`src/rtl/ber_pkg.sv`:
```
// Shared types and constants for the PRBS BER sequencing controller.
package ber_pkg;

  typedef enum logic [2:0] {
    ST_IDLE = 3'd0,
    ST_CLR  = 3'd1,
    ST_SYNC = 3'd2,
    ST_MEAS = 3'd3,
    ST_DONE = 3'd4,
    ST_FAIL = 3'd5
  } state_t;

  localparam int CNT_W_DEF = 48;
  localparam int CLR_LEN   = 2;
  localparam int RSYNC_W   = 8;

endpackage

```
`src/rtl/ber_ctrl_sat_counter.sv`:
```
// Saturating up-counter with synchronous clear and increment-by-0/1.
module sat_counter #(
  parameter int W = 8
) (
  input  logic         clk,
  input  logic         rst,
  input  logic         clr,
  input  logic         inc,
  output logic [W-1:0] cnt
);

  always_ff @(posedge clk) begin
    if (rst || clr)
      cnt <= '0;
    else if (inc && cnt != '1)
      cnt <= cnt + W'(1);
  end

endmodule

```
`src/rtl/ber_ctrl.sv`:
```
// Sequencer for the PRBS BER checker: reset, sync, lock confirm,
// windowed bit/error accumulation and host-facing status.
module ber_ctrl
  import ber_pkg::*;
#(
  parameter int CNT_W        = CNT_W_DEF,
  parameter int SYNC_TIMEOUT = 262144,
  parameter int LOCK_CONFIRM = 16
) (
  input  logic             clk,
  input  logic             rst,
  input  logic             i_start,
  input  logic             i_stop,
  input  logic [31:0]      i_window,
  input  logic             i_bit_valid,
  input  logic             i_chk_lock,
  input  logic             i_chk_err,
  output logic             o_chk_rst,
  output logic             o_chk_en,
  output logic [CNT_W-1:0] o_bit_cnt,
  output logic [CNT_W-1:0] o_err_cnt,
  output logic [7:0]       o_resync_cnt,
  output logic             o_busy,
  output logic             o_locked,
  output logic             o_done,
  output logic             o_timeout
);

  localparam int SYNC_W = $clog2(SYNC_TIMEOUT + 1);
  localparam int CONF_W = $clog2(LOCK_CONFIRM + 1);
  localparam int CLR_W  = $clog2(CLR_LEN + 1);
  localparam int CW     = (CNT_W > 32) ? CNT_W : 32;

  state_t              state;
  logic [CLR_W-1:0]    clr_cnt;
  logic [CONF_W-1:0]   conf;
  logic [31:0]         window;
  logic [SYNC_W-1:0]   sync_cnt;

  logic start_ok;
  logic strobe;
  logic meas_ok;
  logic meas_drop;
  logic err_inc;
  logic sync_hit;
  logic sync_to;
  logic locked_in;
  logic win_hit;
  logic sync_clr;

  // A strobe on a stop cycle is never counted: stop wins.
  always_comb begin
    start_ok  = (state == ST_IDLE) && i_start && !i_stop;
    strobe    = i_bit_valid && !i_stop;
    meas_ok   = (state == ST_MEAS) && strobe && i_chk_lock;
    meas_drop = (state == ST_MEAS) && strobe && !i_chk_lock;
    err_inc   = meas_ok && i_chk_err;
    sync_hit  = (state == ST_SYNC) && strobe;
    locked_in = sync_hit && i_chk_lock &&
                (conf == CONF_W'(LOCK_CONFIRM - 1));
    sync_to   = sync_hit &&
                (sync_cnt == SYNC_W'(SYNC_TIMEOUT - 1));
    win_hit   = meas_ok && (window != '0) &&
                (CW'(o_bit_cnt) + CW'(1) == CW'(window));
    sync_clr  = start_ok || meas_drop;
  end

  sat_counter #(.W(CNT_W)) u_bit (
    .clk (clk),
    .rst (rst),
    .clr (start_ok),
    .inc (meas_ok),
    .cnt (o_bit_cnt)
  );

  sat_counter #(.W(CNT_W)) u_err (
    .clk (clk),
    .rst (rst),
    .clr (start_ok),
    .inc (err_inc),
    .cnt (o_err_cnt)
  );

  sat_counter #(.W(RSYNC_W)) u_rsync (
    .clk (clk),
    .rst (rst),
    .clr (start_ok),
    .inc (meas_drop),
    .cnt (o_resync_cnt)
  );

  sat_counter #(.W(SYNC_W)) u_sync (
    .clk (clk),
    .rst (rst),
    .clr (sync_clr),
    .inc (sync_hit),
    .cnt (sync_cnt)
  );

  always_ff @(posedge clk) begin
    if (rst) begin
      state     <= ST_IDLE;
      clr_cnt   <= '0;
      conf      <= '0;
      window    <= '0;
      o_chk_rst <= 1'b0;
      o_done    <= 1'b0;
      o_timeout <= 1'b0;
    end else begin
      o_done <= 1'b0;
      if (i_stop && state != ST_IDLE) begin
        state     <= ST_IDLE;
        o_chk_rst <= 1'b0;
      end else begin
        unique case (state)
          ST_IDLE: begin
            if (start_ok) begin
              state     <= ST_CLR;
              o_chk_rst <= 1'b1;
              clr_cnt   <= '0;
              conf      <= '0;
              window    <= i_window;
              o_timeout <= 1'b0;
            end
          end
          ST_CLR: begin
            if (clr_cnt == CLR_W'(CLR_LEN - 1)) begin
              state     <= ST_SYNC;
              o_chk_rst <= 1'b0;
            end else begin
              clr_cnt <= clr_cnt + CLR_W'(1);
            end
          end
          ST_SYNC: begin
            if (locked_in) begin
              state <= ST_MEAS;
              conf  <= '0;
            end else if (sync_to) begin
              state     <= ST_FAIL;
              o_timeout <= 1'b1;
            end else if (sync_hit) begin
              conf <= i_chk_lock ? conf + CONF_W'(1) : '0;
            end
          end
          ST_MEAS: begin
            if (meas_drop) begin
              state     <= ST_CLR;
              o_chk_rst <= 1'b1;
              clr_cnt   <= '0;
              conf      <= '0;
            end else if (win_hit) begin
              state  <= ST_DONE;
              o_done <= 1'b1;
            end
          end
          ST_DONE: state <= ST_IDLE;
          ST_FAIL: state <= ST_IDLE;
          default: state <= ST_IDLE;
        endcase
      end
    end
  end

  assign o_chk_en = i_bit_valid &&
                    (state == ST_SYNC || state == ST_MEAS);
  assign o_busy   = (state != ST_IDLE);
  assign o_locked = (state == ST_MEAS);

endmodule

```
`config.mk`:
```
export PLATFORM = sky130hd
export DESIGN_NAME = ber_ctrl
export DESIGN_NICKNAME = d
export VERILOG_FILES = /design/src/rtl/ber_pkg.sv /design/src/rtl/ber_ctrl_sat_counter.sv /design/src/rtl/ber_ctrl.sv
export SDC_FILE = /design/constraint.sdc
export NUM_CORES = 1
export LEC_CHECK = 0
export CAP_MARGIN = 10
export CORE_ASPECT_RATIO = 1.2
export CORE_UTILIZATION = 55
export CTS_BUF_LIST = sky130_fd_sc_hd__clkbuf_16
export CTS_CLUSTER_DIAMETER = 80
export DETAILED_ROUTE_END_ITERATION = 10
export PLACE_DENSITY = 0.81
export REMOVE_ABC_BUFFERS = 1
export SLEW_MARGIN = 30
export SYNTH_ARGS = -nofsm -noshare
export SYNTH_HDL_FRONTEND = slang
export SYNTH_HIERARCHICAL = 1
export SYNTH_SLANG_ARGS = --single-unit
```
`constraint.sdc`:
```
create_clock -name clk -period 3.4 [get_ports clk]
set_clock_uncertainty 0.05 [all_clocks]
set_input_delay 0.68 -clock clk [delete_from_list [all_inputs] [get_ports clk]]
set_output_delay 0.68 -clock clk [all_outputs]
set_load 0.01 [all_outputs]
```
==> results.md, run 1 <==
* Status: complete, no violations
* Post-route ant nets at 0
* Worst-path cell chain: nand4_1 -> or3_1 -> nor4_1 -> mux2i_1 -> nand2_1 -> nor4_1 -> and4_1 -> o21ai_0
* Worst Path Max Fanout at 13
* Rows at 53
* DR vias/cell at 6.23
* RSZ-0062 raised after global routing: no
* CTS root buffer: clkbuf_16
* CP Capture Type: flip-flop
* Post-synth ARST share at 0%
* Final hold vios at 0
* Initial Util at 56.5%
* Min Tclk post-route at 3.07 ns
* Final Wtd Congestion at 0.970
* Vias post-DR at 10554
* Crit path max-delay cell type: dfxtp_1
* Ys flop type: dfxtp_1
* GRT overflow at 0
* Drt pass-1 iters at 6
* Detailed Place HPWL at 21500 um
* Area Growth Syn to Fin at 25.4%
* Critical R2R Launch: u_bit/cnt[3]
* Pin count of the biggest net entering global routing at 38
* Power per cell area at 379 nW/um^2
* VDD IR max at 0.363 mV
* Die Wd at 125 um
* CTS Hold Bufs at 0
* Leak at 0.00437 uW
* Register area share after synthesis at 33.8%
* Max stage delay on crit path at 0.60 ns
* Final setup violation count at 0
* Setup CP Type: reg -> reg
* I/O pin cnt at 149
* Number of CTS-inserted buffers at 17
* Die area at 18600 um^2
* CP startpoint kind: flip-flop
* CTS tree: done
* Worst path required time at 3.65 ns
* Reg2reg path depth at 8
* Slew Limit Fails at 0
* Top cells by area, synth: dfxtp_1 (34%), xor2_1 (7.5%), nand2_1 (6.6%)
* PostCTS Resize Cnt at 0
* Total track usage at 31.6%
* Share of layout cells above drive strength 1 at 8.21%
* Worst-Margin Slew at 0.927 ns
* Ys Warns at 6
* Routed wire length per instance at 17.5 um
* Arr. time, crit path at 3.33 ns
* Clock transition at the registers of the reported paths at 0.06 ns
* Synthesized cell area at 9940 um^2
* Area share of the largest cell type after synthesis at 33.8%
* First-pass GRT wire length at 48200 um
* First DRT Iteration DRCs at 967
* HP Start: conf[4]
* Gate count of the mapped netlist at 1294
* Cell variety after synth at 68
* Slew Limit Headroom at 38.0%
* WL final at 29600 um
* Synthesized flop and latch total at 168
* Post-synth EDFFs at 0
* Hold Crit Depth at 2
* Area leader, netlist: dfxtp_1
* CTS sink cnt at 168
* Die height at 149 um
* Vias in the first global route at 9860
* Filler cells at 1449
* Final period utilization at 90.4%
* Most frequent CP cell: nor4_1
* Drt drc at 0
* Commonest cells post-synth: nand2_1 (176), dfxtp_1 (168), nor2_1 (134), nand3_1 (93), nand4_1 (88)
* Multi-input logic area at 6240 um^2
* Antenna violations before repair at 1
* Mean post-synth cell area at 7.68 um^2
* Maxcap violations at 0
* Core Util, Final at 70.9%
* R2R Path End: state[1]
* Worst-Skew Late Latency at 0.42 ns
* Worst Hold Class: reg -> reg
* Sequential cell area at 3360 um^2
* Most frequent cell after synthesis: nand2_1
* CTS Buffer Depth at 2
* Setup TNS at 0 ns
* R2r setup slk at 0.33 ns
* Core area at 17600 um^2
* Worst Hold End: conf[4]
* Setup bufs post-CTS at 0
* Fmax at 326 MHz
* Final nets at 1512
* Port Buffers at 148
* H-tree Lvls at 4
[metrics by stage]
stage | area (um^2) | hold WS, ns | power, uW | std cells | worst slack, ns
2_1_floorplan | 9700 | 0.376 | 2580 | 1239 | 0.253
3_3_place_gp | 11900 | 0.389 | 2830 | 1666 | 0.363
3_5_place_dp | 11900 | 0.401 | 2840 | 1666 | 0.296
4_1_cts | 12500 | 0.409 | 4740 | 1694 | 0.389
5_1_grt | 12500 | 0.434 | 4920 | 1695 | 0.199
6_report | 12500 | 0.406 | 4730 | 1695 | 0.328
[metal layers]
| metal | part of all wire [%] | track usage [%] | up-vias |
|---|---|---|---|
| met1 | 41 | 36.5 | 4958 |
| li1 | - | - | 5048 |
| met3 | 6.9 | 6.92 | 85 |
| met2 | 49 | 55.5 | 463 |
| met4 | 3.1 | 14.8 | 0 |
| met5 | 0 | 0 | - |
[report_power, final]
group | switching (uW) | total (uW) | internal [uW]
clock network | 778 | 1910 | 1130
registers | 80.3 | 2110 | 2030
logic | 414 | 709 | 295
total | 1270 | 4730 | 3450
[sequential cells by signal, summed over array words and instances, names as in the netlist]
name and count:
conf 5, u_sync/cnt 19, window 32, u_err/cnt 48, clr_cnt 2, state 3
u_bit/cnt 48, o_chk_rst 1, o_timeout 1, u_rsync/cnt 8, o_done 1
[placed cells by master, fill, tap and decap left out, types with 3 or more instances in the layout]
cell             instances
nand2_1                176
dfxtp_1                168
clkdlybuf4s50_1        147
nor2_1                 134
nand3_1                 93
nand4_1                 88
xor2_1                  85
a21oi_1                 78
buf_4                   59
o21ai_0                 37
nor3_1                  34
nor4_1                  32
xnor2_1                 30
or3_1                   29
and3_1                  29
inv_1                   25
and4_1                  19
mux2i_1                 18
clkbuf_16               17
or4_1                   16
and2_1                  13
o211ai_1                11
or2_2                   10
nor2b_1                  9
o31ai_1                  9
ha_1                     8
nand2b_1                 6
a31oi_1                  6
nand4_2                  6
a2111o_1                 5
o41ai_1                  5
o311ai_0                 5
nand3b_1                 4
and3b_1                  3
a311oi_1                 3
a211oi_1                 3
o22ai_1                  3
bufinv_16                3
[cell families after synthesis]
| family | count (synthesis) | synth area share, % |
|---|---|---|
| compound gates | 183 | 11.4 |
| xor+xnor | 116 | 10.4 |
| fa+ha+maj | 8 | 1.01 |
| buf+inv | 79 | 3.31 |
| flops | 168 | 33.8 |
| mux | 20 | 2.04 |
| simple gates | 720 | 38.0 |
[worst max-delay path by stage]
stage	cells past startpoint	from	end	slack, ns
5_1_grt	8	u_bit/cnt[3]	state[1]	0.20
4_1_cts	8	u_bit/cnt[3]	state[2]	0.39
3_3_place_gp	9	i_bit_valid	u_bit/cnt[41]	0.36
6_report	8	u_bit/cnt[3]	state[1]	0.33
3_5_place_dp	9	i_bit_valid	u_bit/cnt[41]	0.30
2_1_floorplan	8	i_bit_valid	u_err/cnt[41]	0.25
[critical path: cells and delay by family, from the launching register on]
family	cells	cell delay (ns)
AND/OR/NAND/NOR	6	1.78
multiplexers	1	0.41
flip-flops	1	0.60
AO/OA/AOI/OAI	1	0.10
[layout make-up]
type | instances | share of cell area [%]
clock buffer | 17 | 3.42
clock inverter | 11 | 1.09
inverter | 24 | 0.723
tap | 220 | 2.21
antenna | 1 | 0.0201
timing repair buffer | 207 | 15.4
multi-input combinational | 1047 | 50.1
sequential | 168 | 27.0
Note: power is estimated with default switching activity, not from simulation.
==> inputs of run 2 (changes only) <==
Settings changed: ABC_AREA set to 1, CORE_UTILIZATION 55 to 57, PLACE_DENSITY 0.81 to 0.82.
==> run 2 against run 1 <==
Fmax increased by 6.5%. Cell count rose by 46%. Synthesized area increased by 21%. Via count is 28% higher. Combinational power rose by 59%. Non-clock buffer count fell by 34. Critical endpoint unchanged. Largest cell class unchanged.
==> results.md, run 2 <==
* R2r setup slk at 0.51 ns (was 0.33 ns)
* Comb pwr share at 21.0% (was 15.0%)
* Post-synth ARST share at 0% (unchanged)
* Cell family contributing the most delay on the critical path: simple AND/OR/NAND/NOR gates (unchanged)
* Switching Share at 33.4% (was 26.9%)
* Port Buffers at 148 (unchanged)
* Arr. time, crit path at 3.18 ns (was 3.33 ns)
* Placed Cells at 2446 (was 1666)
* Filler cells at 1882 (was 1449)
* First DRT Iteration DRCs at 1057 (was 967)
* Met3 GRT Util at 6.31% (was 6.92%)
* Worst-Skew Late Latency at 0.45 ns (was 0.42 ns)
* WL final at 37800 um (was 29600 um)
* Routed wire length per instance at 15.2 um (was 17.5 um)
* Post-route ant nets at 0 (unchanged)
* Die area at 21700 um^2 (was 18600 um^2)
* CP Capture Type: flip-flop (unchanged)
* Area share of the largest cell type after synthesis at 28.0% (was 33.8%)
* Total Power at 5360 uW (was 4730 uW)
* CP startpoint kind: flip-flop (unchanged)
* M1 GR Usage at 39.5% (was 36.5%)
* Maxcap violations at 0 (unchanged)
* Vias in the first global route at 12594 (was 9860)
* Buf+Inv Stages, Crit Path at 3 (was 0)
* Post-synth EDFFs at 0 (unchanged)
* Commonest cells post-synth: nand2_1 (601), nor2_1 (476), inv_1 (190), dfxtp_1 (168), nand3_1 (151) (was nand2_1 (176), dfxtp_1 (168), nor2_1 (134), nand3_1 (93), nand4_1 (88))
* Final non-filler cell total at 2478 (was 1695)
* Core area at 20500 um^2 (was 17600 um^2)
* Power per cell area at 373 nW/um^2 (was 379 nW/um^2)
* Number of CTS-inserted buffers at 17 (unchanged)
* Top cells by area, synth: dfxtp_1 (28%), nand2_1 (19%), nor2_1 (15%) (was dfxtp_1 (34%), xor2_1 (7.5%), nand2_1 (6.6%))
* First-pass GRT wire length at 60900 um (was 48200 um)
* Synthesized cell area at 12000 um^2 (was 9940 um^2)
* RSZ-0062 raised after global routing: no (unchanged)
* Final hold vios at 0 (unchanged)
* VDD IR max at 0.378 mV (was 0.363 mV)
* Post-placement cell area at 13800 um^2 (was 11900 um^2)
* Status: complete, no violations (unchanged)
* Antenna violations before repair at 0 (was 1)
* Core Util, Final at 70.2% (was 70.9%)
* CTS root buffer: clkbuf_16 (unchanged)
* Synthesized flop and latch total at 168 (unchanged)
* Drt drc at 0 (unchanged)
* Regs by FF count: u_bit/cnt x48, u_err/cnt x48, window x32 (unchanged)
* Final Wtd Congestion at 0.979 (was 0.970)
* GRT overflow at 0 (unchanged)
* Switching pwr at 1790 uW (was 1270 uW)
* Total track usage at 35.5% (was 31.6%)
* DR vias/cell at 5.44 (was 6.23)
* Ys Warns at 6 (unchanged)
* Rows at 57 (was 53)
* CTS sink cnt at 168 (unchanged)
* Most frequent CP cell: nand2_1 (was nor4_1)
* Vias post-DR at 13492 (was 10554)
* H-tree Lvls at 4 (unchanged)
* Ys flop type: dfxtp_1 (unchanged)
* Worst Hold Class: reg -> reg (unchanged)
* CTS Buffer Depth at 2 (unchanged)
* Cell variety after synth at 42 (was 68)
* CTS tree: done (unchanged)
* Final setup violation count at 0 (unchanged)
* Leak at 0.00544 uW (was 0.00437 uW)
* Max stage delay on crit path at 0.53 ns (was 0.60 ns)
* Worst Path Max Fanout at 9 (was 13)
* Seq pwr share at 40.9% (was 44.6%)
* Most frequent cell after synthesis: nand2_1 (unchanged)
* Initial Util at 58.8% (was 56.5%)
* Slew Limit Headroom at 52.2% (was 38.0%)
* Clock transition at the registers of the reported paths at 0.08 ns (was 0.06 ns)
* Min Tclk post-route at 2.89 ns (was 3.07 ns)
* Area Growth Syn to Fin at 19.5% (was 25.4%)
* Gate count of the mapped netlist at 2047 (was 1294)
* Most frequent cells in the layout: nand2_1 (601), nor2_1 (474), inv_1 (190), dfxtp_1 (168), nand3_1 (151) (was nand2_1 (176), dfxtp_1 (168), clkdlybuf4s50_1 (147), nor2_1 (134), nand3_1 (93))
* Setup CP Type: reg -> reg (unchanged)
* Share of layout cells above drive strength 1 at 7.23% (was 8.21%)
* Crit path max-delay cell type: dfxtp_1 (unchanged)
* Antenna diode count at 0 (was 1)
* Worst-path cell chain: ha_1 -> inv_1 -> nor2_4 -> nand3_1 -> inv_1 -> nand2_1 -> nor2_1 -> nand2_1 -> nand2_1 -> nand2_1 -> nor2_1 -> nand2_1 -> nor2_1 -> nand2_1 -> nand2_1 -> nand2_2 -> o21ai_1 -> inv_1 (was nand4_1 -> or3_1 -> nor4_1 -> mux2i_1 -> nand2_1 -> nor4_1 -> and4_1 -> o21ai_0)
* Worst-Margin Slew at 0.710 ns (was 0.927 ns)
* Final instance area at 14400 um^2 (was 12500 um^2)
* Fmax at 347 MHz (was 326 MHz)
* Register area share after synthesis at 28.0% (was 33.8%)
* Slew Limit Fails at 0 (unchanged)
* Detailed Place HPWL at 28800 um (was 21500 um)
* Die height at 161 um (was 149 um)
* Final nets at 2247 (was 1512)
* GRT met2 Usage at 63.1% (was 55.5%)
* PostCTS Resize Cnt at 0 (unchanged)
* Setup bufs post-CTS at 0 (unchanged)
* Die Wd at 135 um (was 125 um)
* Final period utilization at 84.9% (was 90.4%)
* Area leader, netlist: dfxtp_1 (unchanged)
* GR peak layer: met2 (unchanged)
* Pint at 3570 uW (was 3450 uW)
* Commonest non-fill, non-tap cell in the layout: nand2_1 (unchanged)
* CTS Hold Bufs at 0 (unchanged)
* Worst path required time at 3.70 ns (was 3.65 ns)
* Mean post-synth cell area at 5.88 um^2 (was 7.68 um^2)
* Drt pass-1 iters at 6 (unchanged)
* Clk pwr share at 38.0% (was 40.4%)
* Pin count of the biggest net entering global routing at 47 (was 38)
* I/O pin cnt at 149 (unchanged)
run 2: changes by cell type after synthesis, moves of 19 or more:
cell / delta
nand3_1: +58
xor2_1: -51
inv_1: +167
nor2_2: +28
and4_1: -19
nor4_1: -31
clkbuf_1: -25
and3_1: -29
nor2_1: +342
a21oi_1: +26
or3_1: -29
nand2_1: +425
nor2_4: +19
nand4_1: -54
run 2: power by group through the flow:
stage	clock network (uW)	registers, uW	logic, uW
6_report	2040	2190	1130
5_1_grt	2140	2210	1260
4_1_cts	2060	2190	1120
3_5_place_dp	0	2230	1100
3_3_place_gp	0	2230	1080
2_1_floorplan	0	2200	784
run 2: through the flow:
step                TNS [ns]  hold slack, ns  setup slack (ns)
floorplan             -29.55           0.403            -0.621
global placement           0           0.421             0.466
detailed placement         0           0.422             0.381
CTS                        0           0.432             0.572
global route               0           0.464             0.283
finish                     0           0.433             0.515
run 2: cells by family after synthesis:
group,count (synthesis),synth area share (%)
and+or+nand+nor,1402,51.0
buffers and inverters,240,8.47
AOI/OAI and AO/OA,171,7.49
DFF,168,28.0
xor gates and xnor gates,58,4.22
adders and majority gates,8,0.832
run 2: path summary, 6_finish.rpt:
kind	from	endpoint	cells past startpoint
worst max-delay path	u_bit/cnt[0]	state[1]	18
worst min-delay path	window[19]	window[19]	2
worst max register to register	u_bit/cnt[0]	state[1]	18
worst min register to register	window[19]	window[19]	2
run 2: final cells by class:
cell class	count	area [um^2]	share of cell area [%]
repair buffers	173	1670	11.6
clock buffers	17	425	2.96
flip-flops and latches	168	3360	23.4
multi-input cells	1639	7650	53.2
inverters	201	754	5.25
clock inverters	15	181	1.26
well taps	265	332	2.31
run 2: layer usage:
| metal | up-vias | share of wire (%) |
|---|---|---|
| met5 | - | 0 |
| met4 | 0 | 5.1 |
| met3 | 132 | 6.9 |
| met2 | 560 | 49 |
| met1 | 6044 | 39 |
| li1 | 6756 | - |
run 2: tightest hold or removal path, stage by stage (launching register included):
cell and delay [ns]:
dfxtp_1 0.32, inv_1 0.07, a21oi_1 0.05
==> inputs of run 3 (changes only) <==
Settings changed: CORE_UTILIZATION 57 to 52, PLACE_DENSITY 0.82 to 0.78.
Clock period 3.4 ns to 2.58 ns, I/O delays scaled along.
==> run 3 against run 2 <==
First-iteration DRC count fell by 16%. Critical path depth decreased by 1. Power is 32% higher. Final area up 6.4%. Clock-buffer cell count stayed put. Register-to-register slack worse by 0.42 ns. Combinational power rose by 40%. Global-route usage down 2.1 points. Largest cell class unchanged. Flip-flop and latch count unchanged. Routed wire length rose by 5.1%. Non-clock buffer count increased by 103. Largest power group unchanged. Via count up 3.9%. Highest routed layer is now met5.
==> results.md, run 3 (synthesis results as in run 2) <==
* Drt pass-1 iters at 8 (was 6)
* Final nets at 2351 (was 2247)
* CTS tree: done (unchanged)
* Core Util, Final at 67.7% (was 70.2%)
* Post-route ant nets at 0 (unchanged)
* CP startpoint kind: flip-flop (unchanged)
* Rows at 60 (was 57)
* Switching pwr at 2280 uW (was 1790 uW)
* CP Capture Type: flip-flop (unchanged)
* Top sig layer: met5 (was met4)
* Arr. time, crit path at 2.76 ns (was 3.18 ns)
* DR vias/cell at 5.33 (was 5.44)
* First-pass GRT wire length at 63200 um (was 60900 um)
* RSZ-0062 raised after global routing: yes (was no)
* Die height at 169 um (was 161 um)
* Detailed Place HPWL at 30300 um (was 28800 um)
* Met1 wire length at 16000 um (was 14800 um)
* Clock transition at the registers of the reported paths at 0.08 ns (about the same)
* Total Power at 7090 uW (was 5360 uW)
* Vias post-DR at 14013 (was 13492)
* Status: complete, no violations (unchanged)
* Min Tclk post-route at 2.48 ns (was 2.89 ns)
* Most frequent cells in the layout: nand2_1 (596), nor2_1 (463), inv_1 (190), dfxtp_1 (160), nand3_1 (149) (was nand2_1 (601), nor2_1 (474), inv_1 (190), dfxtp_1 (168), nand3_1 (151))
* Slew Limit Fails at 0 (unchanged)
* Die area at 23700 um^2 (was 21700 um^2)
* Seq pwr share at 40.7% (was 40.9%)
* Switching Share at 32.2% (was 33.4%)
* Power per cell area at 464 nW/um^2 (was 373 nW/um^2)
* Critical R2R Launch: u_bit/cnt[9] (was u_bit/cnt[0])
* Worst Hold Class: reg -> reg (unchanged)
* Final setup violation count at 0 (unchanged)
* Port Buffers at 148 (unchanged)
* Share of layout cells above drive strength 1 at 12.5% (was 7.23%)
* Area Growth Syn to Fin at 27.2% (was 19.5%)
* Setup TNS at 0 ns (unchanged)
* Worst-Skew Late Latency at 0.45 ns (about the same)
* Core area at 22600 um^2 (was 20500 um^2)
* Total track usage at 33.3% (was 35.5%)
* Comb pwr share at 22.3% (was 21.0%)
* Setup crit start: u_bit/cnt[9] (was u_bit/cnt[0])
* Die Wd at 141 um (was 135 um)
* Drt drc at 0 (unchanged)
* Final non-filler cell total at 2627 (was 2478)
* Final hold vios at 0 (unchanged)
* Vias in the first global route at 13196 (was 12594)
* H-tree Lvls at 4 (unchanged)
* Antenna violations before repair at 3 (was 0)
* Commonest non-fill, non-tap cell in the layout: nand2_1 (unchanged)
* WL final at 39700 um (was 37800 um)
* I/O pin cnt at 149 (unchanged)
* Leak at 0.00599 uW (was 0.00544 uW)
* First DRT Iteration DRCs at 890 (was 1057)
* HP Start: u_sync/cnt[18] (was window[19])
* Clk pwr share at 37.0% (was 38.0%)
* Pin count of the biggest net entering global routing at 45 (was 47)
* Routed wire length per instance at 15.1 um (was 15.2 um)
* Fmax at 403 MHz (was 347 MHz)
* Slew Limit Headroom at 65.1% (was 52.2%)
* CTS Buffer Depth at 2 (unchanged)
* Initial Util at 53.2% (was 58.8%)
* Regs by FF count: u_bit/cnt x48, u_err/cnt x48, window x32 (unchanged)
* Placed Cells at 2587 (was 2446)
* Maxcap violations at 0 (unchanged)
* Pint at 4810 uW (was 3570 uW)
* Worst-Margin Slew at 0.523 ns (was 0.710 ns)
* Worst Path Max Fanout at 7 (was 9)
* Final Wtd Congestion at 0.984 (was 0.979)
* Filler cells at 2091 (was 1882)
* Worst path required time at 2.86 ns (was 3.70 ns)
* Setup CP Type: reg -> reg (unchanged)
* VDD IR max at 0.453 mV (was 0.378 mV)
* Final instance area at 15300 um^2 (was 14400 um^2)
* Final period utilization at 96.2% (was 84.9%)
* Post-placement cell area at 14600 um^2 (was 13800 um^2)
* CTS root buffer: clkbuf_16 (unchanged)
* Number of CTS-inserted buffers at 17 (unchanged)
* GRT overflow at 0 (unchanged)
* WL met3 at 2760 um (was 2620 um)
* CTS sink cnt at 168 (unchanged)
* Met2 wire length at 19000 um (was 18400 um)
run 3: changes by cell type in the layout (fill, tap and decap cells not counted), sizes merged:
cell      delta
buf        +103
bufinv       +1
clkinv       -1
clkinvlp     +3
diode        +1
inv          -4
nor2         +1
run 3: worst paths after layout:
check | slack [ns] | endpoint | cells after the start
setup reg to reg | 0.1 | state[1] | 17
hold / removal | 0.43 | u_sync/cnt[18] | 1
setup / recovery | 0.1 | state[1] | 17
hold reg to reg | 0.43 | u_sync/cnt[18] | 1
run 3: area by class of cell:
class / count / area [um^2] / area share, %
tap: 310 / 388 / 2.54
inverter: 201 / 754 / 4.93
clock inverter: 14 / 149 / 0.973
timing repair buffer: 276 / 2460 / 16.1
antenna: 1 / 2.50 / 0.0164
multi-input combinational: 1640 / 7750 / 50.6
clock buffer: 17 / 425 / 2.78
sequential: 168 / 3380 / 22.1
run 3: metal layers:
metal	vias up	global-route usage, %
met3	126	6.39
met4	2	17.6
li1	6963	-
met1	6411	38.0
met2	511	58.8
met5	-	0
run 3: what timing repair did:
| item | in CTS | in global routing |
|---|---|---|
| buffers inserted | 0 | 7 |
| resized for setup | 3 | 34 |
| hold buffers | 0 | 0 |
| pin swaps | 0 | 10 |
| endpoints found under the hold margin | 0 | 0 |
| gates cloned | 0 | 1 |
| endpoints found under the setup margin | 3 | 15 |
run 3: per-stage QoR:
| stage | hold slack, ns | setup WS, ns |
|---|---|---|
| 2_1_floorplan | 0.403 | -1.38 |
| 3_3_place_gp | 0.409 | -0.203 |
| 3_5_place_dp | 0.418 | -0.285 |
| 4_1_cts | 0.436 | 0.00922 |
| 5_1_grt | 0.458 | -0.0400 |
| 6_report | 0.432 | 0.0975 |
run 3: power by group through the flow:
stage	clock network [uW]	registers, uW	logic (uW)
2_1_floorplan	0	2900	1030
3_3_place_gp	0	2940	1490
3_5_place_dp	0	2940	1530
4_1_cts	2650	2890	1540
5_1_grt	2760	2900	1790
6_report	2630	2890	1580
run 3: worst max-delay path, cell delays in order (launching register included):
cell     delay (ns)
dfxtp_2        0.41
nand2_1        0.10
nor2_1         0.25
nand2_1        0.17
nor2_4         0.27
nand3_1        0.12
nand2_1        0.07
nand2_1        0.05
inv_1          0.05
nand2_1        0.04
nor2_1         0.11
nand2_1        0.11
nor2_4         0.16
nand2_1        0.10
nand2_1        0.08
nand2_2        0.07
o21ai_1        0.12
inv_1          0.04
